===== config.mk =====
export PLATFORM = sky130hd
export DESIGN_NAME = uart_rx_frontend
export DESIGN_NICKNAME = d
export VERILOG_FILES = /design/src/rtl/uart_rx_frontend.sv
export SDC_FILE = /design/constraint.sdc
export NUM_CORES = 1
export LEC_CHECK = 0
export BUFFER_PORTS_ARGS = -buffer_cell sky130_fd_sc_hd__buf_2
export CAP_MARGIN = 30
export CORE_MARGIN = 2
export CORE_UTILIZATION = 60
export DETAILED_ROUTE_END_ITERATION = 8
export PLACE_DENSITY = 0.85
export SLEW_MARGIN = 30
export SYNTH_ARGS = -nofsm -noshare
export SYNTH_HDL_FRONTEND = slang
export SYNTH_SLANG_ARGS = --single-unit

===== constraint.sdc =====
create_clock -name clk -period 3 [get_ports clk]
set_input_delay 0.6 -clock clk [delete_from_list [all_inputs] [get_ports clk]]
set_output_delay 0.6 -clock clk [all_outputs]
set_load 0.02 [all_outputs]

===== src/rtl/uart_rx_frontend.sv =====
// UART 8N1 receive front-end: synchroniser, deserialiser and byte FIFO.
// Received bytes leave through a valid/ready port towards the core.
module uart_rx_frontend #(
    parameter int CLK_DIV    = 434,
    parameter int FIFO_DEPTH = 4,
    parameter int CNT_W      = $clog2(CLK_DIV)
) (
    input  logic                          clk,
    input  logic                          rst,
    input  logic                          ena,
    input  logic                          rx_in,
    output logic [7:0]                    out_data,
    output logic                          out_valid,
    input  logic                          out_ready,
    output logic [$clog2(FIFO_DEPTH):0]   fifo_count,
    output logic                          frame_err,
    output logic                          overflow
);

    localparam int AW = $clog2(FIFO_DEPTH);
    localparam logic [CNT_W-1:0] HALF =
        CNT_W'(CLK_DIV / 2 - 1);
    localparam logic [CNT_W-1:0] FULL =
        CNT_W'(CLK_DIV - 1);
    localparam logic [AW:0] DEPTH =
        (AW + 1)'(FIFO_DEPTH);

    typedef enum logic [2:0] {
        IDLE,
        START,
        DATA,
        STOP,
        WAIT_HIGH
    } state_t;

    logic sync1, rxs, rxs_d;

    always_ff @(posedge clk) begin
        if (rst) begin
            sync1 <= 1'b1;
            rxs   <= 1'b1;
            rxs_d <= 1'b1;
        end else begin
            sync1 <= rx_in;
            rxs   <= sync1;
            rxs_d <= rxs;
        end
    end

    state_t           state, state_n;
    logic [CNT_W-1:0] cnt, cnt_n;
    logic [2:0]       bit_idx, bit_n;
    logic [7:0]       shreg, sh_n;
    logic             push, ferr;

    always_ff @(posedge clk) begin
        if (rst) begin
            state     <= IDLE;
            cnt       <= '0;
            bit_idx   <= '0;
            shreg     <= '0;
            frame_err <= 1'b0;
        end else begin
            state     <= state_n;
            cnt       <= cnt_n;
            bit_idx   <= bit_n;
            shreg     <= sh_n;
            frame_err <= ferr;
        end
    end

    always_comb begin
        state_n = state;
        cnt_n   = cnt;
        bit_n   = bit_idx;
        sh_n    = shreg;
        push    = 1'b0;
        ferr    = 1'b0;
        if (!ena) begin
            state_n = IDLE;
            cnt_n   = '0;
            bit_n   = '0;
        end else begin
            unique case (state)
                IDLE: begin
                    if (rxs_d && !rxs) begin
                        state_n = START;
                        cnt_n   = HALF;
                    end
                end
                START: begin
                    if (cnt != '0) begin
                        cnt_n = cnt - 1'b1;
                    end else if (!rxs) begin
                        state_n = DATA;
                        cnt_n   = FULL;
                        bit_n   = '0;
                    end else begin
                        state_n = IDLE;
                    end
                end
                DATA: begin
                    if (cnt != '0) begin
                        cnt_n = cnt - 1'b1;
                    end else begin
                        sh_n  = {rxs, shreg[7:1]};
                        cnt_n = FULL;
                        bit_n = bit_idx + 3'd1;
                        if (bit_idx == 3'd7)
                            state_n = STOP;
                    end
                end
                STOP: begin
                    if (cnt != '0) begin
                        cnt_n = cnt - 1'b1;
                    end else if (rxs) begin
                        push    = 1'b1;
                        state_n = IDLE;
                    end else begin
                        ferr    = 1'b1;
                        state_n = WAIT_HIGH;
                    end
                end
                WAIT_HIGH: begin
                    if (rxs)
                        state_n = IDLE;
                end
                default: state_n = IDLE;
            endcase
        end
    end

    logic [7:0]    mem [FIFO_DEPTH];
    logic [AW-1:0] wptr, rptr;
    logic [AW:0]   count;
    logic          full, pop, wr;

    assign full       = (count == DEPTH);
    assign out_valid  = (count != '0);
    assign pop        = out_valid & out_ready;
    // a pop frees the slot in the same cycle, so a full FIFO still accepts
    assign wr         = push & (!full | pop);
    assign fifo_count = count;
    assign out_data   = out_valid ? mem[rptr] : 8'h00;

    always_ff @(posedge clk) begin
        if (wr)
            mem[wptr] <= shreg;
    end

    always_ff @(posedge clk) begin
        if (rst) begin
            wptr     <= '0;
            rptr     <= '0;
            count    <= '0;
            overflow <= 1'b0;
        end else begin
            if (wr)
                wptr <= wptr + 1'b1;
            if (pop)
                rptr <= rptr + 1'b1;
            unique case ({wr, pop})
                2'b10:   count <= count + 1'b1;
                2'b01:   count <= count - 1'b1;
                default: count <= count;
            endcase
            overflow <= push & full & !pop;
        end
    end

endmodule


After elaboration in Yosys (flattened, before gate mapping). Memory sizes are Yosys's and may differ from the RTL's. A register that Yosys moved wholly into a read port is not among the register bits. Cells that the tools add are included.

Bits in writable memories: 32. Input bits: 5. Register bits after elaboration: 35. Memories: 1. Output and inout port bits: 14. Word-level logic and storage cells: 90.

Bitwise logic cells: 8. Multiplexer cells: 30. Reduce and logical (&&, ||, !) cells: 16. Equality and inequality tests: 17. Add/subtract/negate cells: 6.

Memories: mem (words 4, width 8, rd ports 1, clocked after memory_dff 1, wr ports 1, RTL line 133) `logic [7:0] mem [FIFO_DEPTH];`.

Operator list (count): $mux 9 (5); $pmux 9 s4 (1); $mux 3 (10); $ne 2x2->1 const B (8); $pmux 3 s5 (1); $pmux 3 s2 (2); $eq 3x3->1 const B (3); $reduce_bool 9->1 (1); $sub 9x1->9 const B (1); $mux 8 (1); $reduce_and 4->1 (2); $mux 1 (7); $add 3x1->3 const B (2); $eq 3x2->1 const B (2); $mux 2 (3); $reduce_and 6->1 (1); $add 2x1->2 const B (2); $and 1x1->1 (4); $reduce_bool 2->1 (2); $reduce_bool 4->1 (1); $reduce_or 4->1 (1); $eq 3x1->1 const B (1); $logic_not 1->1 (3); $logic_not 3->1 (1); other kinds (10) (12).

Depth between registers and ports, before layout. Gate-level depths: netlist of the first run.

Depth after elaboration: 7. Depth in mapped cells: 9. Depth with buffers taken out: 9.

Worst setup path after synthesis of the first run. Ideal clock, no wire load.

Path type: reg-to-reg. From: reg cnt[0]. To: reg count[2], in the netlist fifo_count[2]. Setup time: 123 ps. Cell stages (with the launch flop): 10. Period minus slack after synthesis: 2472 ps. Slack: 528 ps. Data required time: 2877 ps. Arrival: 2349 ps. Buffers on the path: 0. Cell sequence: dfxtp_1 > inv_1 > ha_1 > or4b_4 > nor4_4 > nor2_2 > fa_1 > nor3_1 > a31oi_1 > mux2_1.

Cells in the longest elaborated chain, start to end: 7. Elaborated cells between the ends (all ways): 9. Those cells by class: 2 x eq/ne; 4 x mux; 1 x bitwise; 2 x reduce/logical.

Ends and longest elaborated chain: start: declaration (RTL line 51) `logic [CNT_W-1:0] cnt, cnt_n;`; start signal: assignment (RTL line 65) `cnt <= cnt_n;`; $reduce_bool 9->1 * (RTL line 114) `if (cnt != '0) begin`; $mux 1 * (RTL line 114); $mux 1 * (RTL line 84) `unique case (state)`; $mux 1 * (RTL line 79) `if (!ena) begin`; $and 1x1->1 * (RTL line 142) `assign wr = push & (!full | pop);`; $eq 2x1->1 / $eq 2x2->1 (equally long branches) (RTL line 162) `unique case ({wr, pop})`; $pmux 3 s2 / $reduce_bool 2->1 (equally long branches); end signal: assignment (RTL line 163) `2'b10: count <= count + 1'b1;`; end signal: assignment (RTL line 164) `2'b01: count <= count - 1'b1;`; end signal: assignment (RTL line 165) `default: count <= count;`; end: declaration (RTL line 135) `logic [AW:0] count;`.

Mark *: on every way between the ends. The rest lies on a longest branch, timed or not. A chain may end at the register's enable or synchronous reset.

Final worst setup path of the first run. Ends and elaborated chain as after synthesis.

==> key figures, run 1 <==
Run status
  • Status: complete, no violations

Clocking
  • Clock sink count: 69
  • Hold_buf cts: 0
  • CTS buffer count: 9
  • Worst-path clk slew: 0.08 ns
  • Clock Latency Late Sink: 0.34 ns
  • Clk buf depth: 2
  • H-tree levels: 3
  • Post-CTS setup buffer count: 0
  • Root Driver: clkbuf_8
  • CTS tree: yes
  • Post-CTS resize count: 0

Die
  • Rows: 26
  • Full die area: 5734 um^2
  • Die width: 75.73 um
  • I/O Pins: 19
  • Initial Util: 61.22%
  • Die height: 75.73 um
  • Core Region: 5042 um^2

Worst setup path
  • Worst Path Max Fanout: 4
  • Worst r2r src: cnt[0]$_SDFFE_PP0P_
  • Critical Path RT: 3.23 ns
  • WP data arrival: 2.87 ns
  • Capturing point of the worst reg2reg path: fifo_count[2]$_SDFFE_PP0P_
  • Buf/Inv on CP: 1
  • Startpoint types: flop
  • Crit-path cells: inv_1 -> ha_1 -> or4b_4 -> nor4_4 -> nor2_2 -> fa_1 -> nor3_1 -> a31oi_1 -> mux2_1
  • CP Class: reg2reg
  • Critical path's slowest cell: or4b_4
  • FF-to-FF setup slack: 0.36 ns
  • Max incr delay on CP: 0.52 ns
  • CP endpoint kind: flop
  • Top delay family on crit path: simple AND/OR/NAND/NOR gates
  • Reg2Reg Depth: 9

Power
  • Power, Total: 2.454 mW
  • P_int: 1.735 mW
  • Flop pwr share: 43.2%
  • Combinational share of power: 22.9%
  • Peak VDD IR: 0.0003516 V
  • Sw Ratio: 29.29%
  • Clock Power Share: 33.8%
  • Total power divided by cell area: 715.7 nW/um^2
  • P_leak: 1.282 nW
  • Switching pwr: 719.0 uW

Run
  • Total of max-cap violations: 0

Global route
  • Grt total ovfl: 0
  • Largest net degree at the start of global routing: 26
  • First-pass GRT wire length: 8.776 mm
  • Number of global-route vias before repair: 1872
  • Initial antenna violation count: 0
  • Total track usage: 20.95%

Timing
  • Final Slew Violations: 0
  • Minimum clock period: 2.641 ns
  • Actual slew at the worst max-slew pin: 0.6391 ns
  • Fmax: 378.7 MHz
  • Final setup fails: 0
  • Max_slew headroom: 56.79%
  • RSZ-0062 raised after global routing: no
  • Tcrit/Tclk final: 88.02%
  • Tightest hold margin: 0.4174 ns
  • Final Hold Fails: 0
  • Clock skew: 0.009521 ns
  • Setup Total Neg Slack: 0 ns

Logic synthesis
  • Avg Synthesized Cell Area: 11.74 um^2
  • Number of flops mapped to enable cells by yosys: 32
  • Main synth FF type: dfxtp_1
  • Async SR Flop Fraction: 0%
  • Sequential fraction of the synthesis area: 55.13%
  • Yosys warnings: 0
  • Xor and xnor area share after synthesis: 0.5675%
  • Post-Synth Adder-Cell Area: 3.891%
  • Mapped Area: 3087 um^2
  • Cell variety after synth: 56
  • Syn_nets: 277
  • Seq cells post-synth: 69
  • Mux cell area share after synthesis: 7.540%
  • Simple-gate portion of the synthesized area: 19.17%
  • Main combinational cell family by area after synthesis: simple AND/OR/NAND/NOR gates
  • Mapped Cells: 263
  • Synth Area in Compound Gates: 10.38%

Routing
  • First-pass detailed-route iteration total: 4
  • Vias per Instance: 5.700
  • First DRT Iteration DRCs: 167
  • Post-DRT Antenna Nets: 0
  • DR vias: 2035
  • Drt total wl: 5.306 mm
  • Drt drc: 0
  • Routed length per instance: 14.86 um

Min path
  • Endpoint, Worst Hold: rxs$_SDFF_PP1_
  • WHS Path Cells: 1
  • HP Start: sync1$_SDFF_PP1_
  • Min-delay worst type: reg2reg

Cells and area
  • Commonest non-fill, non-tap cell in the layout: dfxtp_1
  • Final instance area: 3430 um^2
  • Final core utilization: 68.01%
  • Area growth from synthesis to layout: 11.11%
  • Commonest cells after routing, fill and taps aside: dfxtp_1, edfxtp_1, nand2_1, a21oi_1, buf_2
  • FF+latch area: 1702 um^2
  • Filler cells: 377
  • Layout cells sized above 1: 22.65%
  • Area of the multi-input gates: 1282 um^2
  • Antenna diode count: 0
  • Nets: 296

Place
  • GPL Wtd Cong: 0.8516
  • Placed Area: 3207 um^2
  • Dpl hpwl: 3.638 mm
  • IO buf count: 18
==> area by class of cell <==
cell class	count	area share [%]
flip-flops and latches	69	49.62
multi-input cells	175	37.40
clock buffers	9	3.612
repair buffers	21	3.283
clock inverters	7	2.882
well taps	70	2.554
inverters	6	0.6567
==> layer usage <==
| layer | routed length [um] | track usage [%] |
|---|---|---|
| met1 | 2191 | 25.76 |
| met2 | 2748 | 34.49 |
| met3 | 264 | 4.101 |
| met4 | 101 | 12.09 |
| met5 | 0 | 0 |
==> synthesized netlist by cell type, types with 3 or more instances <==
| cell type | count | area, um^2 |
|---|---|---|
| a21oi_1 | 20 | 100.1 |
| and2_1 | 4 | 25.02 |
| buf_4 | 4 | 30.03 |
| clkbuf_1 | 6 | 22.52 |
| dfxtp_1 | 37 | 740.7 |
| edfxtp_1 | 32 | 960.9 |
| ha_1 | 8 | 100.1 |
| inv_1 | 6 | 22.52 |
| mux2i_1 | 3 | 30.03 |
| mux4_2 | 8 | 180.2 |
| nand2_1 | 24 | 90.09 |
| nand2b_1 | 5 | 31.28 |
| nand3b_1 | 3 | 22.52 |
| nand4_1 | 3 | 18.77 |
| nor2_1 | 15 | 56.30 |
| nor2b_1 | 16 | 100.1 |
| nor3_1 | 7 | 35.03 |
| nor4_1 | 3 | 18.77 |
| o21ai_0 | 9 | 45.04 |
| or2_2 | 4 | 25.02 |
==> how the worst max path moves through the flow <==
| stage | start | to | slack (ns) | depth (start not counted) |
|---|---|---|---|---|
| 2_1_floorplan | cnt[0]$_SDFFE_PP0P_ | fifo_count[2]$_SDFFE_PP0P_ | 0.53 | 9 |
| 3_3_place_gp | cnt[0]$_SDFFE_PP0P_ | fifo_count[2]$_SDFFE_PP0P_ | 0.43 | 9 |
| 3_5_place_dp | cnt[0]$_SDFFE_PP0P_ | fifo_count[2]$_SDFFE_PP0P_ | 0.38 | 9 |
| 4_1_cts | cnt[0]$_SDFFE_PP0P_ | fifo_count[2]$_SDFFE_PP0P_ | 0.36 | 9 |
| 5_1_grt | cnt[0]$_SDFFE_PP0P_ | fifo_count[2]$_SDFFE_PP0P_ | 0.20 | 9 |
| 6_report | cnt[0]$_SDFFE_PP0P_ | fifo_count[2]$_SDFFE_PP0P_ | 0.36 | 9 |
==> stage by stage <==
stage               worst slack [ns]  std cells
floorplan                     0.5278        263
global placement              0.4276        341
detailed placement            0.3792        341
CTS                           0.3613        357
global route                  0.1975        357
finish                        0.3594        357
==> logic make-up after synthesis <==
kind of cell / count (synthesis)
DFF: 69
muxes: 13
AOI/OAI and AO/OA: 49
and+or+nand+nor: 102
xor gates and xnor gates: 2
adders and majority gates: 9
buffers and inverters: 19
==> worst register-to-register path, delay by kind of cell (launching register included) <==
kind / cells / cell delay [ns]
DFF: 1 / 0.34
adders and majority gates: 2 / 0.58
AOI/OAI and AO/OA: 1 / 0.07
buffers and inverters: 1 / 0.10
and+or+nand+nor: 4 / 1.13
muxes: 1 / 0.31
==> power groups by stage <==
| stage | registers (mW) | clock network [mW] | logic, mW |
|---|---|---|---|
| floorplan | 1.07 | 0 | 0.432 |
| global placement | 1.08 | 0 | 0.562 |
| detailed placement | 1.09 | 0 | 0.565 |
| CTS | 1.06 | 0.848 | 0.570 |
| global route | 1.07 | 0.883 | 0.632 |
| finish | 1.06 | 0.831 | 0.563 |
==> flip-flops by register name, indices dropped and copies added, names as in the netlist, named ones only <==
name	count
bit_idx	3
cnt	9
fifo_count	3
frame_err	1
mem	32
overflow	1
rptr	2
rxs	1
rxs_d	1
shreg	8
state	3
sync1	1
wptr	2
Note: power is estimated with default switching activity, not from simulation.
==> inputs of run 2 (changes only) <==
--- a/config.mk
+++ b/config.mk
@@ -12,4 +12,5 @@
 export DETAILED_ROUTE_END_ITERATION = 8
 export PLACE_DENSITY = 0.85
+export SETUP_SLACK_MARGIN = 0.4
 export SLEW_MARGIN = 30
 export SYNTH_ARGS = -nofsm -noshare
==> constraint.sdc (replaced) <==
create_clock -name clk -period 3 [get_ports clk]
set_input_delay 0.6 -clock clk [delete_from_list [all_inputs] [get_ports clk]]
set_output_delay 0.6 -clock clk [all_outputs]
set_load 0.1 [all_outputs]
==> run 2 against run 1 <==
Effect of this change: critical path depth is the same; fmax grew 3.8%; sequential cell count is the same; clock skew shrank 0.0038 ns; clock power shrank 2.6%; sequential power is essentially flat; hold slack lost 0.0054 ns; combinational power grew 120%; core utilization grew 1.7 points; via count grew 2.9%; register-to-register slack gained 0.097 ns.
==> key figures, run 2 (same netlist as run 1, synthesis figures left out) <==
Run status
  • Status: complete, no violations (unchanged)

Cells and area
  • Final core utilization: 69.75% (was 68.01%)
  • Layout cells sized above 1: 29.90% (was 22.65%)
  • Max reg flops: 32 (unchanged)
  • Top flop regs: mem: 32 flops, cnt: 9 flops, shreg: 8 flops (unchanged)
  • Finished Layout Cells: 361 (was 357)
  • Commonest non-fill, non-tap cell in the layout: edfxtp_1 (was dfxtp_1)
  • Filler cells: 360 (was 377)
  • Biggest register: mem (unchanged)
  • Antenna diode count: 0 (unchanged)
  • Commonest cells after routing, fill and taps aside: edfxtp_1, dfxtp_1, nand2_1, a21oi_1, buf_2 (was dfxtp_1, edfxtp_1, nand2_1, a21oi_1, buf_2)
  • Area growth from synthesis to layout: 13.94% (was 11.11%)
  • Area of the multi-input gates: 1335 um^2 (was 1282 um^2)
  • Final instance area: 3517 um^2 (was 3430 um^2)
  • FF+latch area: 1712 um^2 (was 1702 um^2)
  • Nets: 300 (was 296)

Timing
  • Clock skew: 0.005715 ns (was 0.009521 ns)
  • Actual slew at the worst max-slew pin: 0.7285 ns (was 0.6391 ns)
  • Tcrit/Tclk final: 84.79% (was 88.02%)
  • Minimum clock period: 2.544 ns (was 2.641 ns)
  • Worst setup slack after layout: 0.4562 ns (was 0.3594 ns)
  • Final setup fails: 0 (unchanged)
  • Fmax: 393.1 MHz (was 378.7 MHz)
  • Final Slew Violations: 0 (unchanged)
  • RSZ-0062 raised after global routing: no (unchanged)
  • Setup Total Neg Slack: 0 ns (unchanged)
  • Max_slew headroom: 50.98% (was 56.79%)
  • Tightest hold margin: 0.4120 ns (was 0.4174 ns)
  • Final Hold Fails: 0 (unchanged)

Routing
  • Vias per Instance: 5.798 (was 5.700)
  • Routed length per instance: 16.04 um (was 14.86 um)
  • Drt total wl: 5.791 mm (was 5.306 mm)
  • First-pass detailed-route iteration total: 6 (was 4)
  • Drt drc: 0 (unchanged)
  • DR vias: 2093 (was 2035)
  • First DRT Iteration DRCs: 135 (was 167)
  • Post-DRT Antenna Nets: 0 (unchanged)

Clocking
  • Root Driver: clkbuf_8 (unchanged)
  • CTS buffer count: 9 (unchanged)
  • H-tree levels: 3 (unchanged)
  • Clk buf depth: 2 (unchanged)
  • Clock sink count: 69 (unchanged)
  • Hold_buf cts: 0 (unchanged)
  • Clock Latency Late Sink: 0.33 ns (was 0.34 ns)
  • CTS tree: yes (unchanged)
  • Worst-path clk slew: 0.07 ns (was 0.08 ns)

Die
  • Die height: 75.73 um (unchanged)
  • Die width: 75.73 um (unchanged)
  • Full die area: 5734 um^2 (unchanged)
  • I/O Pins: 19 (unchanged)
  • Initial Util: 61.22% (unchanged)
  • Core Region: 5042 um^2 (unchanged)
  • Rows: 26 (unchanged)

Run
  • Total of max-cap violations: 0 (unchanged)

Worst setup path
  • FF-to-FF setup slack: 0.46 ns (was 0.36 ns)
  • CP Class: reg2reg (unchanged)
  • CP endpoint kind: flop (unchanged)
  • Worst Path Max Fanout: 4 (unchanged)
  • WP data arrival: 2.76 ns (was 2.87 ns)
  • Startpoint types: flop (unchanged)
  • Critical Path RT: 3.22 ns (was 3.23 ns)
  • Reg2Reg Depth: 9 (unchanged)

Place
  • Placed Area: 3237 um^2 (was 3207 um^2)
  • Dpl hpwl: 3.925 mm (was 3.638 mm)
  • GPL Wtd Cong: 0.8237 (was 0.8516)
  • Pre-CTS WS: 0.3243 ns (was 0.3792 ns)
  • Dpl cells: 341 (unchanged)
  • IO buf count: 18 (unchanged)

Global route
  • Grt total ovfl: 0 (unchanged)
  • Initial antenna violation count: 0 (unchanged)
  • First-pass GRT wire length: 9.032 mm (was 8.776 mm)
  • Number of global-route vias before repair: 1919 (was 1872)
  • Total track usage: 21.89% (was 20.95%)
  • Largest net degree at the start of global routing: 26 (unchanged)

Power
  • Total power divided by cell area: 882.8 nW/um^2 (was 715.7 nW/um^2)
  • P_leak: 1.315 nW (was 1.282 nW)
  • Power, Total: 3.105 mW (was 2.454 mW)
  • Peak VDD IR: 0.0007610 V (was 0.0003516 V)

Min path
  • Min-delay worst type: reg2reg (unchanged)
  • WHS Path Cells: 1 (unchanged)
## run 2: timing repair
action	in CTS	in global routing
cloned	0	0
pin swaps	1	5
endpoints found under the setup margin	9	28
setup buffers	0	4
gates resized for setup	1	11
## run 2: metal layers
| layer | track usage (%) | vias to the layer above | wire length [um] |
|---|---|---|---|
| li1 | - | 1017 | - |
| met1 | 26.52 | 1010 | 2469 |
| met2 | 36.43 | 58 | 2984 |
| met3 | 6.614 | 8 | 241 |
| met4 | 9.162 | 0 | 96 |
| met5 | 0 | - | 0 |
## run 2: where the power goes
| group | leakage (nW) | internal [mW] | switching, mW |
|---|---|---|---|
| clock network | 0.100 | 0.467 | 0.342 |
| logic | 0.601 | 0.286 | 0.938 |
| registers | 0.613 | 1.01 | 0.0622 |
## run 2: critical path, cell delays in order, from the launching register on
cell and delay [ns]:
dfxtp_2 0.34, inv_2 0.08, ha_4 0.14, or4b_4 0.49, nor4_4 0.33, nor2_2 0.10, fa_2 0.40, nor3_2 0.16
a31oi_2 0.06, mux2_1 0.32
## run 2: path summary, 6_finish.rpt
check | from | end
worst max-delay path | cnt[1]$_SDFFE_PP0P_ | fifo_count[2]$_SDFFE_PP0P_
worst min-delay path | sync1$_SDFF_PP1_ | rxs$_SDFF_PP1_
worst min register to register | sync1$_SDFF_PP1_ | rxs$_SDFF_PP1_
worst max register to register | cnt[1]$_SDFFE_PP0P_ | fifo_count[2]$_SDFFE_PP0P_
## run 2: layout make-up
type	count	area share, %
Inverter	6	0.7115
Clock buffer	10	3.629
Timing Repair Buffer	25	4.056
Tap cell	70	2.490
Clock inverter	6	2.490
Multi-Input combinational cell	175	37.96
Sequential cell	69	48.67
==> inputs of run 3 (changes only) <==
- ABC_AREA: not set -> 1
- clock period: 3 -> 2.5 ns (I/O delays scaled with it)
==> run 3 against run 2 <==
Effect of this change: clock skew up 0.011 ns; synthesized cell count grew 36%; design area up 13%; first-iteration DRC count rose by 20%; synthesized area is 1.4% higher; core utilization increased by 8.3 points; critical path type is now reg2out; routed wire length rose by 25%; total power up 41%; via count grew 23%; critical endpoint is now out_data[1]; largest power group unchanged; clock power is 17% higher.
==> key figures, run 3 <==
Run status
  • Status: complete, no violations (unchanged)

Logic synthesis
  • Syn_nets: 372 (was 277)
  • Yosys warnings: 0 (unchanged)
  • Mapped Area: 3131 um^2 (was 3087 um^2)
  • Avg Synthesized Cell Area: 8.744 um^2 (was 11.74 um^2)
  • Top-count cell post-synth: nor2_1 (was dfxtp_1)
  • Seq cells post-synth: 69 (unchanged)
  • Cell variety after synth: 36 (was 56)
  • Top cells by area, synth: edfxtp_1, dfxtp_1, nor2_1 (was edfxtp_1, dfxtp_1, mux4_2)
  • Sequential fraction of the synthesis area: 54.36% (was 55.13%)
  • Mapped Cells: 358 (was 263)
  • Async SR Flop Fraction: 0% (unchanged)
  • Post-synth top area cell: edfxtp_1 (unchanged)
  • Top cells by count, synth: nor2_1, nand2_1, dfxtp_1, inv_1 (was dfxtp_1, edfxtp_1, nand2_1)
  • Main synth FF type: dfxtp_1 (unchanged)
  • Top cell type's share of synthesized area: 30.70% (was 31.13%)
  • Number of flops mapped to enable cells by yosys: 32 (unchanged)

Clocking
  • H-tree levels: 3 (unchanged)
  • CTS tree: yes (unchanged)
  • Hold_buf cts: 0 (unchanged)
  • Root Driver: clkbuf_8 (unchanged)
  • Clk buf depth: 2 (unchanged)
  • Clock sink count: 69 (unchanged)
  • Clock Latency Late Sink: 0.36 ns (was 0.33 ns)
  • Worst-path clk slew: 0.08 ns (was 0.07 ns)
  • CTS buffer count: 9 (unchanged)

Min path
  • Min-delay worst type: in2reg (was reg2reg)
  • HP Start: rx_in (was sync1$_SDFF_PP1_)
  • Endpoint, Worst Hold: sync1$_SDFF_PP1_ (was rxs$_SDFF_PP1_)
  • WHS Path Cells: 2 (was 1)

Cells and area
  • Antenna diode count: 0 (unchanged)
  • Max reg flops: 32 (unchanged)
  • Commonest cells after routing, fill and taps aside: nor2_1, nand2_1, dfxtp_1, inv_1, edfxtp_1 (was edfxtp_1, dfxtp_1, nand2_1, a21oi_1, buf_2)
  • Biggest register: mem (unchanged)
  • Nets: 411 (was 300)
  • Layout cells sized above 1: 27.86% (was 29.90%)
  • Commonest non-fill, non-tap cell in the layout: nor2_1 (was edfxtp_1)
  • Area growth from synthesis to layout: 26.50% (was 13.94%)
  • Top flop regs: mem: 32 flops, cnt: 9 flops, shreg: 8 flops (unchanged)

Power
  • Total power divided by cell area: 1108 nW/um^2 (was 882.8 nW/um^2)
  • P_leak: 1.572 nW (was 1.315 nW)
  • Power, Total: 4.389 mW (was 3.105 mW)
  • Peak VDD IR: 0.0007309 V (was 0.0007610 V)

Worst setup path
  • Worst r2r src: cnt[0]$_SDFFE_PP0P_ (was cnt[1]$_SDFFE_PP0P_)
  • Startpoint types: flop (unchanged)
  • Worst path depth: 5 (was 9)
  • Crit-path cells: inv_1 -> nor2_1 -> o21ai_2 -> a21oi_4 -> buf_6 (was inv_2 -> ha_4 -> or4b_4 -> nor4_4 -> nor2_2 -> fa_2 -> nor3_2 -> a31oi_2 -> mux2_1)
  • Top delay family on crit path: buffers and inverters (was simple AND/OR/NAND/NOR gates)
  • FF-to-FF setup slack: 0.46 ns (about the same)
  • Worst Path Max Fanout: 8 (was 4)
  • Critical Path RT: 2.00 ns (was 3.22 ns)
  • Max incr delay on CP: 0.35 ns (was 0.49 ns)
  • Critical path's slowest cell: dfxtp_1 (was or4b_4)
  • WP data arrival: 1.61 ns (was 2.76 ns)
  • CP endpoint kind: primary output (was flop)
  • Buf/Inv on CP: 2 (was 1)
  • CP Class: reg2out (was reg2reg)
  • Capturing point of the worst reg2reg path: fifo_count[2]$_SDFFE_PP0P_ (unchanged)
  • Reg2Reg Depth: 14 (was 9)

Routing
  • Drt total wl: 7.244 mm (was 5.791 mm)
  • Routed length per instance: 15.35 um (was 16.04 um)
  • DR vias: 2580 (was 2093)
  • Drt drc: 0 (unchanged)
  • First-pass detailed-route iteration total: 4 (was 6)
  • Vias per Instance: 5.466 (was 5.798)
  • First DRT Iteration DRCs: 162 (was 135)
  • Post-DRT Antenna Nets: 0 (unchanged)

Run
  • Total of max-cap violations: 0 (unchanged)

Timing
  • Final Slew Violations: 0 (unchanged)
  • Fmax: 474.2 MHz
  • Final Hold Fails: 0 (unchanged)
  • Minimum clock period: 2.109 ns
  • RSZ-0062 raised after global routing: yes (was no)
  • Final setup fails: 0 (unchanged)
  • Actual slew at the worst max-slew pin: 0.4859 ns (was 0.7285 ns)
  • Max_slew headroom: 67.83% (was 50.98%)
  • Clock skew: 0.01632 ns (was 0.005715 ns)
  • Tcrit/Tclk final: 84.36%
  • Setup Total Neg Slack: 0 ns (unchanged)

Place
  • IO buf count: 18 (unchanged)
  • Dpl hpwl: 4.276 mm (was 3.925 mm)
  • GPL Wtd Cong: 0.9226 (was 0.8237)

Die
  • I/O Pins: 19 (unchanged)
  • Full die area: 5811 um^2 (was 5734 um^2)
  • Die width: 76.23 um (was 75.73 um)
  • Core Region: 5075 um^2 (was 5042 um^2)
  • Rows: 26 (unchanged)
  • Initial Util: 61.69% (was 61.22%)
  • Die height: 76.23 um (was 75.73 um)

Global route
  • Initial antenna violation count: 0 (unchanged)
  • Total track usage: 24.51% (was 21.89%)
  • Grt total ovfl: 0 (unchanged)
  • Number of global-route vias before repair: 2531 (was 1919)
  • Largest net degree at the start of global routing: 17 (was 26)
  • First-pass GRT wire length: 11.19 mm (was 9.032 mm)
## run 3: what timing repair did
action / 4_1_cts / 5_1_grt
pin swaps: 2 / 6
buffers inserted: 6 / 1
cloned: 0 / 1
endpoints found under the hold margin: 0 / 0
endpoints found under the setup margin: 9 / 15
resized for setup: 40 / 30
## run 3: final cells by class
class | count | area [um^2]
multi-input cells | 237 | 1423
clock inverters | 7 | 82.58
well taps | 70 | 87.58
clock buffers | 9 | 123.9
fillers | 349 | 1115
repair buffers | 34 | 341.6
inverters | 46 | 185.2
flip-flops and latches | 69 | 1717
## run 3: logic make-up (layout without fill, tap and decap cells)
logic type	count (synthesis)	count (layout)	synth area share, %
AOI/OAI and AO/OA	72	72	12.19
xor gates and xnor gates	3	3	0.8395
adders and majority gates	9	9	3.837
buffers and inverters	52	96	6.555
DFF	69	69	54.36
and+or+nand+nor	153	153	22.22
## run 3: worst reg2reg max path: cells and delay by family (launching register included)
kind,cells,cell delay [ns]
and+or+nand+nor,7,0.71
adders and majority gates,2,0.50
DFF,1,0.34
buffers and inverters,4,0.23
AOI/OAI and AO/OA,1,0.15
## run 3: worst max path at each step
| stage | from | end | slack (ns) |
|---|---|---|---|
| floorplan | fifo_count[1]$_SDFFE_PP0P_ | out_data[0] | 0.19 |
| global placement | cnt[0]$_SDFFE_PP0P_ | fifo_count[2]$_SDFFE_PP0P_ | 0.36 |
| detailed placement | cnt[0]$_SDFFE_PP0P_ | fifo_count[2]$_SDFFE_PP0P_ | 0.26 |
| CTS | flop | out_data[1] | 0.35 |
| global route | flop | out_data[7] | 0.32 |
| finish | flop | out_data[1] | 0.39 |
## run 3: per-stage QoR
step / std cells / worst slack (ns) / area, um^2 / hold slack (ns) / utilization [%]
finish: 472 / 0.3910 / 3960 / 0.3315 / 78.03
global route: 472 / 0.3229 / 3960 / 0.3229 / 78.03
CTS: 470 / 0.3534 / 3814 / 0.3184 / 75.15
detailed placement: 448 / 0.2572 / 3470 / 0.3992 / 68.37
global placement: 448 / 0.3575 / 3470 / 0.3915 / 68.37
floorplan: 358 / 0.1869 / 3262 / 0.3895 / -
## run 3: layer usage
layer / up-vias / global-route usage [%] / wire length, um
met1: 1208 / 27.63 / 2889
met3: 20 / 6.398 / 373
met4: 0 / 12.36 / 198
met5: - / 0 / 0
met2: 93 / 42.83 / 3782
li1: 1259 / - / -
## run 3: report_power, final
| group | internal, mW | total [mW] | switching [mW] |
|---|---|---|---|
| registers | 1.23 | 1.30 | 0.0685 |
| clock network | 0.476 | 0.949 | 0.473 |
| logic | 0.667 | 2.14 | 1.47 |
